### config.mk
export PLATFORM = sky130hd
export DESIGN_NAME = cnt_bank
export DESIGN_NICKNAME = d
export VERILOG_FILES = /design/src/rtl/cnt_bank.sv
export SDC_FILE = /design/constraint.sdc
export NUM_CORES = 1
export LEC_CHECK = 0
export CAP_MARGIN = 25
export CORE_MARGIN = 3
export CORE_UTILIZATION = 59
export CTS_CLUSTER_SIZE = 25
export DETAILED_ROUTE_END_ITERATION = 8
export GPL_TIMING_DRIVEN = 0
export PLACE_DENSITY = 0.79
export SETUP_SLACK_MARGIN = 0.2
export SLEW_MARGIN = 10
export SYNTH_ARGS = -nofsm -noshare
export SYNTH_HDL_FRONTEND = slang
export SYNTH_SLANG_ARGS = --single-unit
### constraint.sdc
create_clock -name clk -period 13.54 [get_ports clk]
set_input_delay 2.708 -clock clk [delete_from_list [all_inputs] [get_ports clk]]
set_output_delay 2.708 -clock clk [all_outputs]
set_load 0.005 [all_outputs]
### src/rtl/cnt_bank.sv
// cnt_bank: N-channel event counter bank, coherent snapshot, scanning read mux.
// Optional macro CNT_BANK_SYNC_RESTART_EN: any wrap clears every channel.
module cnt_bank #(
    parameter int N_CH     = 2,
    parameter int CNT_W    = 34,
    parameter int DISP_W   = 16,
    parameter int SCAN_DIV = 100000000,
    localparam int SEL_W   = (N_CH > 1) ? $clog2(N_CH) : 1
) (
    input  logic              clk,
    input  logic              rst,
    input  logic [N_CH-1:0]   en,
    input  logic [N_CH-1:0]   mode_sat,
    input  logic              clr,
    input  logic              snap,
    input  logic              scan_en,
    input  logic [SEL_W-1:0]  sel,
    output logic [DISP_W-1:0] rd_data,
    output logic [SEL_W-1:0]  rd_ch,
    output logic [N_CH-1:0]   tc,
    output logic              snap_valid
);

    localparam int DIV_W = (SCAN_DIV > 1) ? $clog2(SCAN_DIV) : 1;
    localparam logic [DIV_W-1:0] DIV_LAST = DIV_W'(SCAN_DIV - 1);
    localparam logic [SEL_W:0]   NCH_L    = (SEL_W + 1)'(N_CH);
    localparam logic [SEL_W-1:0] LAST_CH  = SEL_W'(N_CH - 1);
    localparam logic [CNT_W-1:0] MAX_V    = '1;
    localparam logic [CNT_W-1:0] PRE_V    = {{(CNT_W - 1){1'b1}}, 1'b0};

    logic [CNT_W-1:0]  cnt     [N_CH];
    logic [CNT_W-1:0]  cnt_nxt [N_CH];
    logic [DISP_W-1:0] shadow  [N_CH];
    logic [N_CH-1:0]   wrap_hit;
    logic [N_CH-1:0]   sat_hit;
    logic [N_CH-1:0]   tc_nxt;
    logic              restart;
    logic [DIV_W-1:0]  div;
    logic [DIV_W-1:0]  div_nxt;
    logic              tick;
    logic [SEL_W-1:0]  sel_eff;
    logic [SEL_W-1:0]  ch_inc;
    logic [SEL_W-1:0]  idx_nxt;

    // Terminal-count conditions: wrap edge or reaching all-ones in saturate mode.
    always_comb begin
        wrap_hit = '0;
        sat_hit  = '0;
        for (int i = 0; i < N_CH; i++) begin
            wrap_hit[i] = ~clr & en[i] & ~mode_sat[i] & (cnt[i] == MAX_V);
            sat_hit[i]  = ~clr & en[i] & mode_sat[i] & (cnt[i] == PRE_V);
        end
    end

`ifdef CNT_BANK_SYNC_RESTART_EN
    assign restart = |wrap_hit;
    assign tc_nxt  = restart ? wrap_hit : (wrap_hit | sat_hit);
`else
    assign restart = 1'b0;
    assign tc_nxt  = wrap_hit | sat_hit;
`endif

    // Next counter value: clear/restart beat enable; saturating channels hold at max.
    always_comb begin
        for (int i = 0; i < N_CH; i++) begin
            cnt_nxt[i] = cnt[i];
            if (clr || restart) begin
                cnt_nxt[i] = '0;
            end else if (en[i]) begin
                if (cnt[i] != MAX_V) begin
                    cnt_nxt[i] = cnt[i] + 1'b1;
                end else if (!mode_sat[i]) begin
                    cnt_nxt[i] = '0;
                end
            end
        end
    end

    // Counter and terminal-count registers.
    always_ff @(posedge clk or posedge rst) begin
        if (rst) begin
            for (int i = 0; i < N_CH; i++) cnt[i] <= '0;
            tc <= '0;
        end else begin
            for (int i = 0; i < N_CH; i++) cnt[i] <= cnt_nxt[i];
            tc <= tc_nxt;
        end
    end

    // Coherent snapshot of the visible window of every channel.
    always_ff @(posedge clk or posedge rst) begin
        if (rst) begin
            for (int i = 0; i < N_CH; i++) shadow[i] <= '0;
            snap_valid <= 1'b0;
        end else if (snap) begin
            for (int i = 0; i < N_CH; i++) begin
                shadow[i] <= cnt[i][CNT_W-1 -: DISP_W];
            end
            snap_valid <= 1'b1;
        end
    end

    // Channel selection: manual with range fold, or divider-paced scan from rd_ch.
    always_comb begin
        tick    = (div == DIV_LAST);
        sel_eff = ({1'b0, sel} < NCH_L) ? sel : '0;
        ch_inc  = (rd_ch == LAST_CH) ? '0 : rd_ch + 1'b1;
        if (scan_en) begin
            idx_nxt = tick ? ch_inc : rd_ch;
            div_nxt = tick ? '0 : div + 1'b1;
        end else begin
            idx_nxt = sel_eff;
            div_nxt = '0;
        end
    end

    // Registered read port and scan divider.
    always_ff @(posedge clk or posedge rst) begin
        if (rst) begin
            div     <= '0;
            rd_ch   <= '0;
            rd_data <= '0;
        end else begin
            div     <= div_nxt;
            rd_ch   <= idx_nxt;
            rd_data <= shadow[idx_nxt];
        end
    end

endmodule

==> flow_summary.toml, run 1 <==
[final_layout]
layout_commonest_cell = "dfrtp_1"
nNetsFinal = 777
final_cell_mix = "dfrtp_1, nand2_1, nor2_1"
diodes = 0
syn_to_final_growth_pct = 15.20
final_util_pct = 71.22
layout-drive-gt1-share_pct = 12.00

[route]
drt_iter0_drc = 738
wl_per_cell_um = 19.59
drc = 0
via_per_inst = 6.428
ant_nets = 0
firstDrtPassIters = 6
vias = 5901
drt-total-wl_mm = 17.99

[logic_synthesis]
yosysWarnings = 0
synth_cell_type_count = 60
synth_seq_cells = 147
synth-main-ff-cell = "dfrtp_1"
netlist_instances = 714
synth_edf_count = 0
syn_area_mm2 = 0.007209
syn_area_per_cell_um2 = 10.10
syn-num-nets = 729
ys_seq_area_share_pct = 51.02
async_flop_share_pct = 100.0

[timing]
slew_headroom_pct = 41.11
rsz0062_at_grt = "false"
fin_setup_tns_ps = 0
slew_viol_final = 0
finalCritPeriodShare_pct = 36.08
hold_viol = 0
tightest_slew_ps = 875.2
fmax_mhz = 204.7
skew_ps = 3.908
setup_violations = 0
period_needed_ps = 4885

[global_route]
globalRoute.totalOverflow = 0
grt_util_all_layers_pct = 28.04
antenna_found_initial = 0
grt_pass1_vias = 5828
grt_start_max_net_pins = 87
grt_pass1_wl_mm = 29.59

[worst_setup_path]
required_ps = 13890
cp-start-kind = "input port"
cp_cell_sequence = "clkdlybuf4s50_1 > clkinv_1 > nand2_1 > nor2_1 > clkbuf_1 > nand2_1 > o21ai_0"
slowest_stage = "nor2_1"
crit_fanout = 10
cp_num_buf_inv = 3
worstSetupPathType = "in -> reg"
cpPeakStageDelay_ps = 650
worstSetupEndpointType = "register"
crit_arrival_ps = 5230
path_common_cell = "nand2_1"
path_delay_family = "buffers and inverters"

[floorplan]
rows = 39
io_pins = 30
die_h_um = 116.5
dieArea_mm2 = 0.01358
initial_core_util_pct = 61.82
die_w_um = 116.5
coreArea_mm2 = 0.01166

[placed_design]
place_congestion = 0.9340
hpwl_mm = 12.12
io_buffer_count = 27

[clock_network]
ctsHoldBuffers = 0
h-tree-depth = 4
clockBufferDepth = 2
cts-resized-gates = 0
cts_tree = "yes"
cts-root-buf = "clkbuf_16"
clk_pin_slew_ps = 60
clock_latency_ps = 430
cts_sinks = 147
cts_made_buffers = 17
postCtsSetupRepairBufs = 0

[pwr]
powerDensity_mw_per_mm2 = 114.5
ir_worst_vdd_uv = 89.72
leakagePower_nw = 3.627

[run_status]
status = "finished clean"

[run]
drv_cap = 0

[hold_path]
hp-class = "reg -> reg"
==> worst reg2reg max path, delay by kind of cell, from the launching register on <==
kind	cells	cell delay, ps
and+or+nand+nor	4	1420
buffers and inverters	2	530
DFF	1	410
AOI/OAI and AO/OA	2	260
adders and majority gates	1	250
==> cells in the mapped netlist, types with 2 or more instances <==
cell type | instances | area, µm²
nor3b_1 | 2 | 15.01
nand3_1 | 40 | 200.2
a31oi_1 | 30 | 187.7
o21ai_0 | 44 | 220.2
o31ai_1 | 7 | 52.55
mux2_1 | 9 | 101.4
inv_1 | 11 | 41.29
nor3_1 | 19 | 95.09
or3_1 | 12 | 75.07
nor4_1 | 6 | 37.54
and3_1 | 19 | 118.9
a211oi_1 | 2 | 15.01
xnor2_1 | 14 | 122.6
buf_6 | 2 | 22.52
o211ai_1 | 6 | 45.04
buf_2 | 3 | 15.01
or4_1 | 4 | 30.03
a22oi_1 | 2 | 15.01
clkbuf_1 | 20 | 75.07
dfrtp_1 | 147 | 3679
a21oi_1 | 30 | 150.1
mux2i_1 | 5 | 50.05
xor2_1 | 10 | 87.58
or2_2 | 5 | 31.28
mux2_2 | 40 | 450.4
ha_1 | 5 | 62.56
o21ai_1 | 9 | 45.04
and2_1 | 7 | 43.79
nand2_1 | 70 | 262.8
nor2_1 | 57 | 214.0
a41oi_1 | 4 | 35.03
nand4_1 | 26 | 162.7
o41ai_1 | 2 | 17.52
nor4b_1 | 2 | 17.52
nand2b_1 | 2 | 12.51
and4_1 | 17 | 148.9
==> stage by stage <==
stage                     hold slack (ps)  instances  total power, mW  instance area (µm²)  setup WS, ps
after CTS                           474.6        918           0.9558                 8305          8753
after floorplan                     447.9        714           0.4800                 7209          6881
after global routing                489.5        918           0.9792                 8305          8567
after global placement              451.9        884           0.4942                 7659          5157
after detailed placement            457.8        886           0.4978                 7719          8295
final                               471.4        918           0.9512                 8305          8655
==> worst paths after layout <==
path                       startpoint    endpoint  slack (ps)  depth (start not counted)
max reg2reg                    cnt[0]     cnt[28]       10530                          9
min in group asynchronous         rst     div[23]        2560                          2
max in group asynchronous         rst      cnt[5]       10080                          4
min reg2reg                snap_valid  snap_valid         470                          1
min                        snap_valid  snap_valid         470                          1
max                               clr     cnt[67]        8660                          7
==> metal layers <==
metal / vias up / track usage (%) / part of all wire (%)
li1: 2753 / - / -
met1: 2841 / 38.62 / 45
met2: 273 / 43.67 / 47
met3: 34 / 6.528 / 6.4
met4: 0 / 10.55 / 1.7
met5: - / 0 / 0
==> power breakdown <==
group	leakage, nW	total, mW	internal, mW	switching (mW)
Clock	0.284	0.461	0.270	0.190
Sequential	2.04	0.443	0.441	0.00204
Combinational	1.30	0.0469	0.0141	0.0329
==> flip-flops by register name, summed over array words and instances (netlist names) <==
register and flops:
cnt 68, shadow 32, div 27, rd_data 16, tc 2, rd_ch 1
snap_valid 1
==> final cells by class <==
cell class	count	area (µm²)
sequential	147	3679
fill	843	3357
clock inverter	12	120.1
clock buffer	20	466.7
inverter	12	50.05
tap	143	178.9
multi-input combinational	529	3366
buffer	26	120.1
timing repair buffer	29	325.3
==> logic make-up (layout without fill, tap and decap cells) <==
group / Yosys count / after routing / synth area share [%]
compound gates: 149 / 149 / 12.83
xor+xnor: 24 / 24 / 2.916
mux: 54 / 54 / 8.348
simple gates: 297 / 297 / 21.73
fa+ha+maj: 5 / 5 / 0.8678
buf+inv: 38 / 99 / 2.291
flops: 147 / 147 / 51.02
Power figures use the tool's default switching activity.
==> run 2, diff against run 1 <==
Settings changed: CORE_UTILIZATION 59 to 55, PLACE_DENSITY 0.79 to 0.77.
Clock period 13.54 ns to 4.4 ns, I/O delays scaled along.
==> run 2 against run 1 <==
Combinational power rose to 3.1 times the previous value. Die area is 6.9% higher. Clock power rose to 3.2 times the previous value. First-iteration DRC count grew 17%. Critical endpoint is now cnt[58]. Largest cell class unchanged.
==> flow_summary.toml, run 2 (synthesis results as in run 1) <==
[timing]
hold_viol = 0
slew_headroom_pct = 46.84
skew_ps = 9.970
setup_violations = 0
fmax_mhz = 326.4
tightest_slew_ps = 794.5
rsz0062_at_grt = "false"
slew_viol_final = 0
setup_slack_ps = 1336
fin_setup_tns_ps = 0
period_needed_ps = 3064
finalCritPeriodShare_pct = 69.63

[route]
vias = 6042
via_per_inst = 6.373
drt-total-wl_mm = 17.60
wl_per_cell_um = 18.56
drt_iter0_drc = 862
ant_nets = 0
drc = 0
firstDrtPassIters = 5

[final_layout]
multi_input_area_mm2 = 0.003366
diodes = 0
seq_area_mm2 = 0.003679
largest_register_ffs = 68
layout_commonest_cell = "dfrtp_1"
top_regs = "cnt (68), shadow (32), div (27)"
final_cell_mix = "dfrtp_1, nand2_1, nor2_1"
syn_to_final_growth_pct = 16.37
nFillCells = 1017
nNetsFinal = 779
layout-drive-gt1-share_pct = 11.86
largest_register = "cnt"

[worst_setup_path]
cp_cell_sequence = "ha_1 > clkbuf_1 > nand4_1 > nor4_1 > nor2_1 > clkbuf_1 > a21oi_1 > mux2i_1"
worstSetupPathType = "reg -> reg"
crit_start = "cnt[34]"
worstSetupEndpointType = "register"
r2r_slack_ps = 1340
worstRegToRegCells = 8
rr_startpoint = "cnt[34]"
cpPeakStageDelay_ps = 610
crit_arrival_ps = 3360
required_ps = 4700
path_common_cell = "clkbuf_1"
cp-start-kind = "register"
crit_fanout = 10
slowest_stage = "nor4_1"
crit_end = "cnt[58]"
r2r_end = "cnt[58]"

[clock_network]
cts_sinks = 147
clockBufferDepth = 2
clk_pin_slew_ps = 60
ctsHoldBuffers = 0
clock_latency_ps = 420
h-tree-depth = 4
postCtsSetupRepairBufs = 0
cts-root-buf = "clkbuf_16"
cts_made_buffers = 17
cts_tree = "yes"
cts-resized-gates = 0

[pwr]
leakagePower_nw = 3.645
comb_power_share_pct = 4.9
pwr-share-seq_pct = 45.8
fin_total_pwr_mw = 2.979
ir_worst_vdd_uv = 244.2
p_int_mw = 2.335
p_clk_share_pct = 49.3
powerDensity_mw_per_mm2 = 355.1
swShare_pct = 21.61
power.switching_mw = 0.6438

[run]
drv_cap = 0

[floorplan]
die_w_um = 120.5
rows = 41
io_pins = 30
die_h_um = 120.5
coreArea_mm2 = 0.01272
dieArea_mm2 = 0.01452
initial_core_util_pct = 56.67

[placed_design]
io_buffer_count = 27
pre_cts_ws_ps = 994.8
hpwl_mm = 12.47
place_congestion = 0.9294

[hold_path]
hp-class = "reg -> reg"

[global_route]
grt_pass1_vias = 5747
grt_util_all_layers_pct = 25.69
grt_pass1_wl_mm = 29.66
globalRoute.totalOverflow = 0
antenna_found_initial = 0
grt_start_max_net_pins = 40

[run_status]
status = "finished clean"
-- run 2: cell types whose count changed in the layout (fill, tap and decap cells not counted) --
| cell | previous run | this run |
|---|---|---|
| buf_12 | 0 | 3 |
| buf_16 | 2 | 1 |
| bufinv_16 | 1 | 3 |
| clkbuf_1 | 20 | 22 |
| clkinv_2 | 1 | 3 |
| clkinv_4 | 3 | 1 |
| clkinvlp_4 | 2 | 3 |
| inv_6 | 6 | 0 |
-- run 2: power groups by stage --
stage,Sequential (mW),Combinational [mW],Clock [mW]
2_1_floorplan,1.39,0.0898,0
3_3_place_gp,1.39,0.132,0
3_5_place_dp,1.39,0.146,0
4_1_cts,1.36,0.147,1.49
5_1_grt,1.36,0.162,1.55
6_report,1.36,0.147,1.47
-- run 2: metal layers --
layer  GRT usage [%]  up-vias  wire, µm
li1                -     2740         -
met1           36.82     2953      7819
met2           39.43      309      8239
met3           5.005       40      1210
met4           8.924        0       324
met5               0        -         0
-- run 2: critical path, delay by kind of cell (launching register included) --
| family | cells | cell delay [ps] |
|---|---|---|
| AOI/OAI and AO/OA | 1 | 230 |
| adders and majority gates | 1 | 160 |
| buffers and inverters | 2 | 680 |
| DFF | 1 | 400 |
| muxes | 1 | 90 |
| and+or+nand+nor | 3 | 1360 |
-- run 2: worst min path at each step --
stage / depth (start not counted) / slack (ps) / from / to
2_1_floorplan: 1 / 450 / div[0] / div[0]
3_3_place_gp: 1 / 450 / snap_valid / snap_valid
3_5_place_dp: 1 / 480 / shadow[25] / rd_data[9]
4_1_cts: 1 / 490 / snap_valid / snap_valid
5_1_grt: 1 / 520 / snap_valid / snap_valid
6_report: 1 / 490 / snap_valid / snap_valid
-- run 2: per-stage QoR --
| step | utilization [%] | cell area [µm²] | hold slack [ps] | cells |
|---|---|---|---|---|
| 2_1_floorplan | - | 7213 | 447.9 | 714 |
| 3_3_place_gp | 60.51 | 7699 | 454.4 | 913 |
| 3_5_place_dp | 61.20 | 7786 | 475.1 | 917 |
| 4_1_cts | 65.94 | 8389 | 491.3 | 948 |
| 5_1_grt | 65.94 | 8389 | 523.1 | 948 |
| 6_report | 65.94 | 8389 | 487.2 | 948 |
-- run 2: final cells by class --
class	count	share of cell area, %
Timing Repair Buffer	31	4.265
Sequential cell	147	43.85
Buffer	26	1.432
Inverter	12	0.5817
Multi-Input combinational cell	529	40.12
Clock inverter	9	1.536
Clock buffer	22	5.652
Tap cell	172	2.565
==> run 3, diff against run 2 <==
Settings changed: CORE_UTILIZATION 55 to 59, PLACE_DENSITY 0.77 to 0.79.
Clock period 4.4 ns to 3 ns, I/O delays scaled along.
==> run 3 against run 2 <==
Sequential share of layout area shrank 0.28 points. First-iteration DRC count shrank 24%. Die area shrank 6.4%. Critical endpoint is now cnt[30]. Clock power grew 44%. Largest power group unchanged. Fmax grew 16%. Final area grew 0.64%.
==> flow_summary.toml, run 3 (synthesis results as in run 1) <==
[worst_setup_path]
slowest_stage = "or4_4"
required_ps = 3290
cp_cell_sequence = "ha_1 > nand3_4 > or4_4 > o41ai_4 > and2_1 > buf_4 > buf_6 > o21ai_1 > o41ai_1"
crit_fanout = 10
worstSetupPathType = "reg -> reg"
worstSetupEndpointType = "register"
cp-start-kind = "register"
cpPeakStageDelay_ps = 610
crit_arrival_ps = 2940

[timing]
hold_viol = 0
skew_ps = 12.01
slew_headroom_pct = 54.48
finalCritPeriodShare_pct = 88.36
rsz0062_at_grt = "true"
period_needed_ps = 2651
slew_viol_final = 0
tightest_slew_ps = 682.8
setup_violations = 0
fmax_mhz = 377.3

[pwr]
ir_worst_vdd_uv = 447.9
powerDensity_mw_per_mm2 = 515.0
leakagePower_nw = 3.700
fin_total_pwr_mw = 4.349

[route]
vias = 5942
drt-total-wl_mm = 17.66
firstDrtPassIters = 5
ant_nets = 0
wl_per_cell_um = 19.05
drt_iter0_drc = 656
via_per_inst = 6.410
drc = 0

[final_layout]
largest_register = "cnt"
nNetsFinal = 786
diodes = 0
final_cell_mix = "dfrtp_1, nand2_1, nor2_1"
layout_commonest_cell = "dfrtp_1"
nFillCells = 836
syn_to_final_growth_pct = 17.11
top_regs = "cnt (68), shadow (32), div (27)"
layout-drive-gt1-share_pct = 13.65
design_area_mm2 = 0.008443
largest_register_ffs = 68

[global_route]
antenna_found_initial = 0
grt_pass1_vias = 5829
grt_util_all_layers_pct = 27.73
grt_pass1_wl_mm = 29.30
grt_start_max_net_pins = 38
globalRoute.totalOverflow = 0

[floorplan]
die_h_um = 116.5
die_w_um = 116.5
dieArea_mm2 = 0.01358
rows = 39
io_pins = 30
initial_core_util_pct = 61.82
coreArea_mm2 = 0.01166

[clock_network]
clock_latency_ps = 420
clk_pin_slew_ps = 60
cts_made_buffers = 17
ctsHoldBuffers = 0
cts_tree = "yes"
cts-root-buf = "clkbuf_16"
clockBufferDepth = 2
h-tree-depth = 4
cts_sinks = 147

[run]
drv_cap = 0

[placed_design]
place_area_mm2 = 0.007742
place_congestion = 0.9242
io_buffer_count = 27
hpwl_mm = 12.18

[run_status]
status = "finished clean"

[hold_path]
hp-class = "reg -> reg"
run 3: power breakdown:
part	switching [mW]	internal (mW)	total, mW
Clock	0.809	1.31	2.12
Sequential	0.00965	1.99	2.00
Combinational	0.150	0.0731	0.223
Total	0.969	3.38	4.35
run 3: per-layer routing:
| layer | GRT usage (%) | vias to the layer above | part of all wire (%) |
|---|---|---|---|
| met4 | 9.021 | 0 | 0.92 |
| met5 | 0 | - | 0 |
| met1 | 39.36 | 2924 | 45 |
| li1 | - | 2767 | - |
| met2 | 42.56 | 235 | 47 |
| met3 | 6.477 | 16 | 6.8 |
run 3: critical path: cells and delay by family, from the launching register on:
family | cells | cell delay (ps)
AO/OA/AOI/OAI | 3 | 530
adder cells (fa/ha/maj) | 1 | 290
buffers and inverters | 2 | 340
flip-flops | 1 | 420
AND/OR/NAND/NOR | 3 | 950
run 3: worst paths after layout:
path / endpoint / startpoint / depth (start not counted) / slack (ps)
min in group asynchronous: cnt[29] / rst / 2 / 620
max: cnt[30] / cnt[0] / 9 / 350
min reg2reg: snap_valid / snap_valid / 1 / 480
min: snap_valid / snap_valid / 1 / 480
max reg2reg: cnt[30] / cnt[0] / 9 / 350
max in group asynchronous: cnt[46] / rst / 4 / 1570
run 3: cell type report:
cell class	count	area (µm²)	share of cell area, %
repair buffers	38	415.4	4.920
clock inverters	7	97.59	1.156
flip-flops and latches	147	3679	43.57
inverters	12	48.80	0.5779
multi-input cells	529	3403	40.31
clock buffers	25	495.5	5.868
plain buffers	26	125.1	1.482
well taps	143	178.9	2.119
run 3: per-stage QoR:
stage / worst slack (ps) / util (%) / std cells / setup TNS, ps / hold WS, ps
after CTS: 201.7 / 71.87 / 922 / 0 / 496.3
after floorplan: 519.2 / - / 714 / 0 / 447.9
after global placement: -602.3 / 65.70 / 884 / -89220 / 452.1
after detailed placement: -145.5 / 66.39 / 888 / -1333 / 478.1
final: 349.3 / 72.40 / 927 / 0 / 476.9
after global routing: 171.8 / 72.40 / 927 / 0 / 501.2
run 3: repair_timing:
action / in CTS / in global routing
gates cloned: 0 / 0
gates resized for setup: 4 / 11
setup buffers: 2 / 5
endpoints found under the setup margin: 41 / 54
pin swaps: 3 / 2
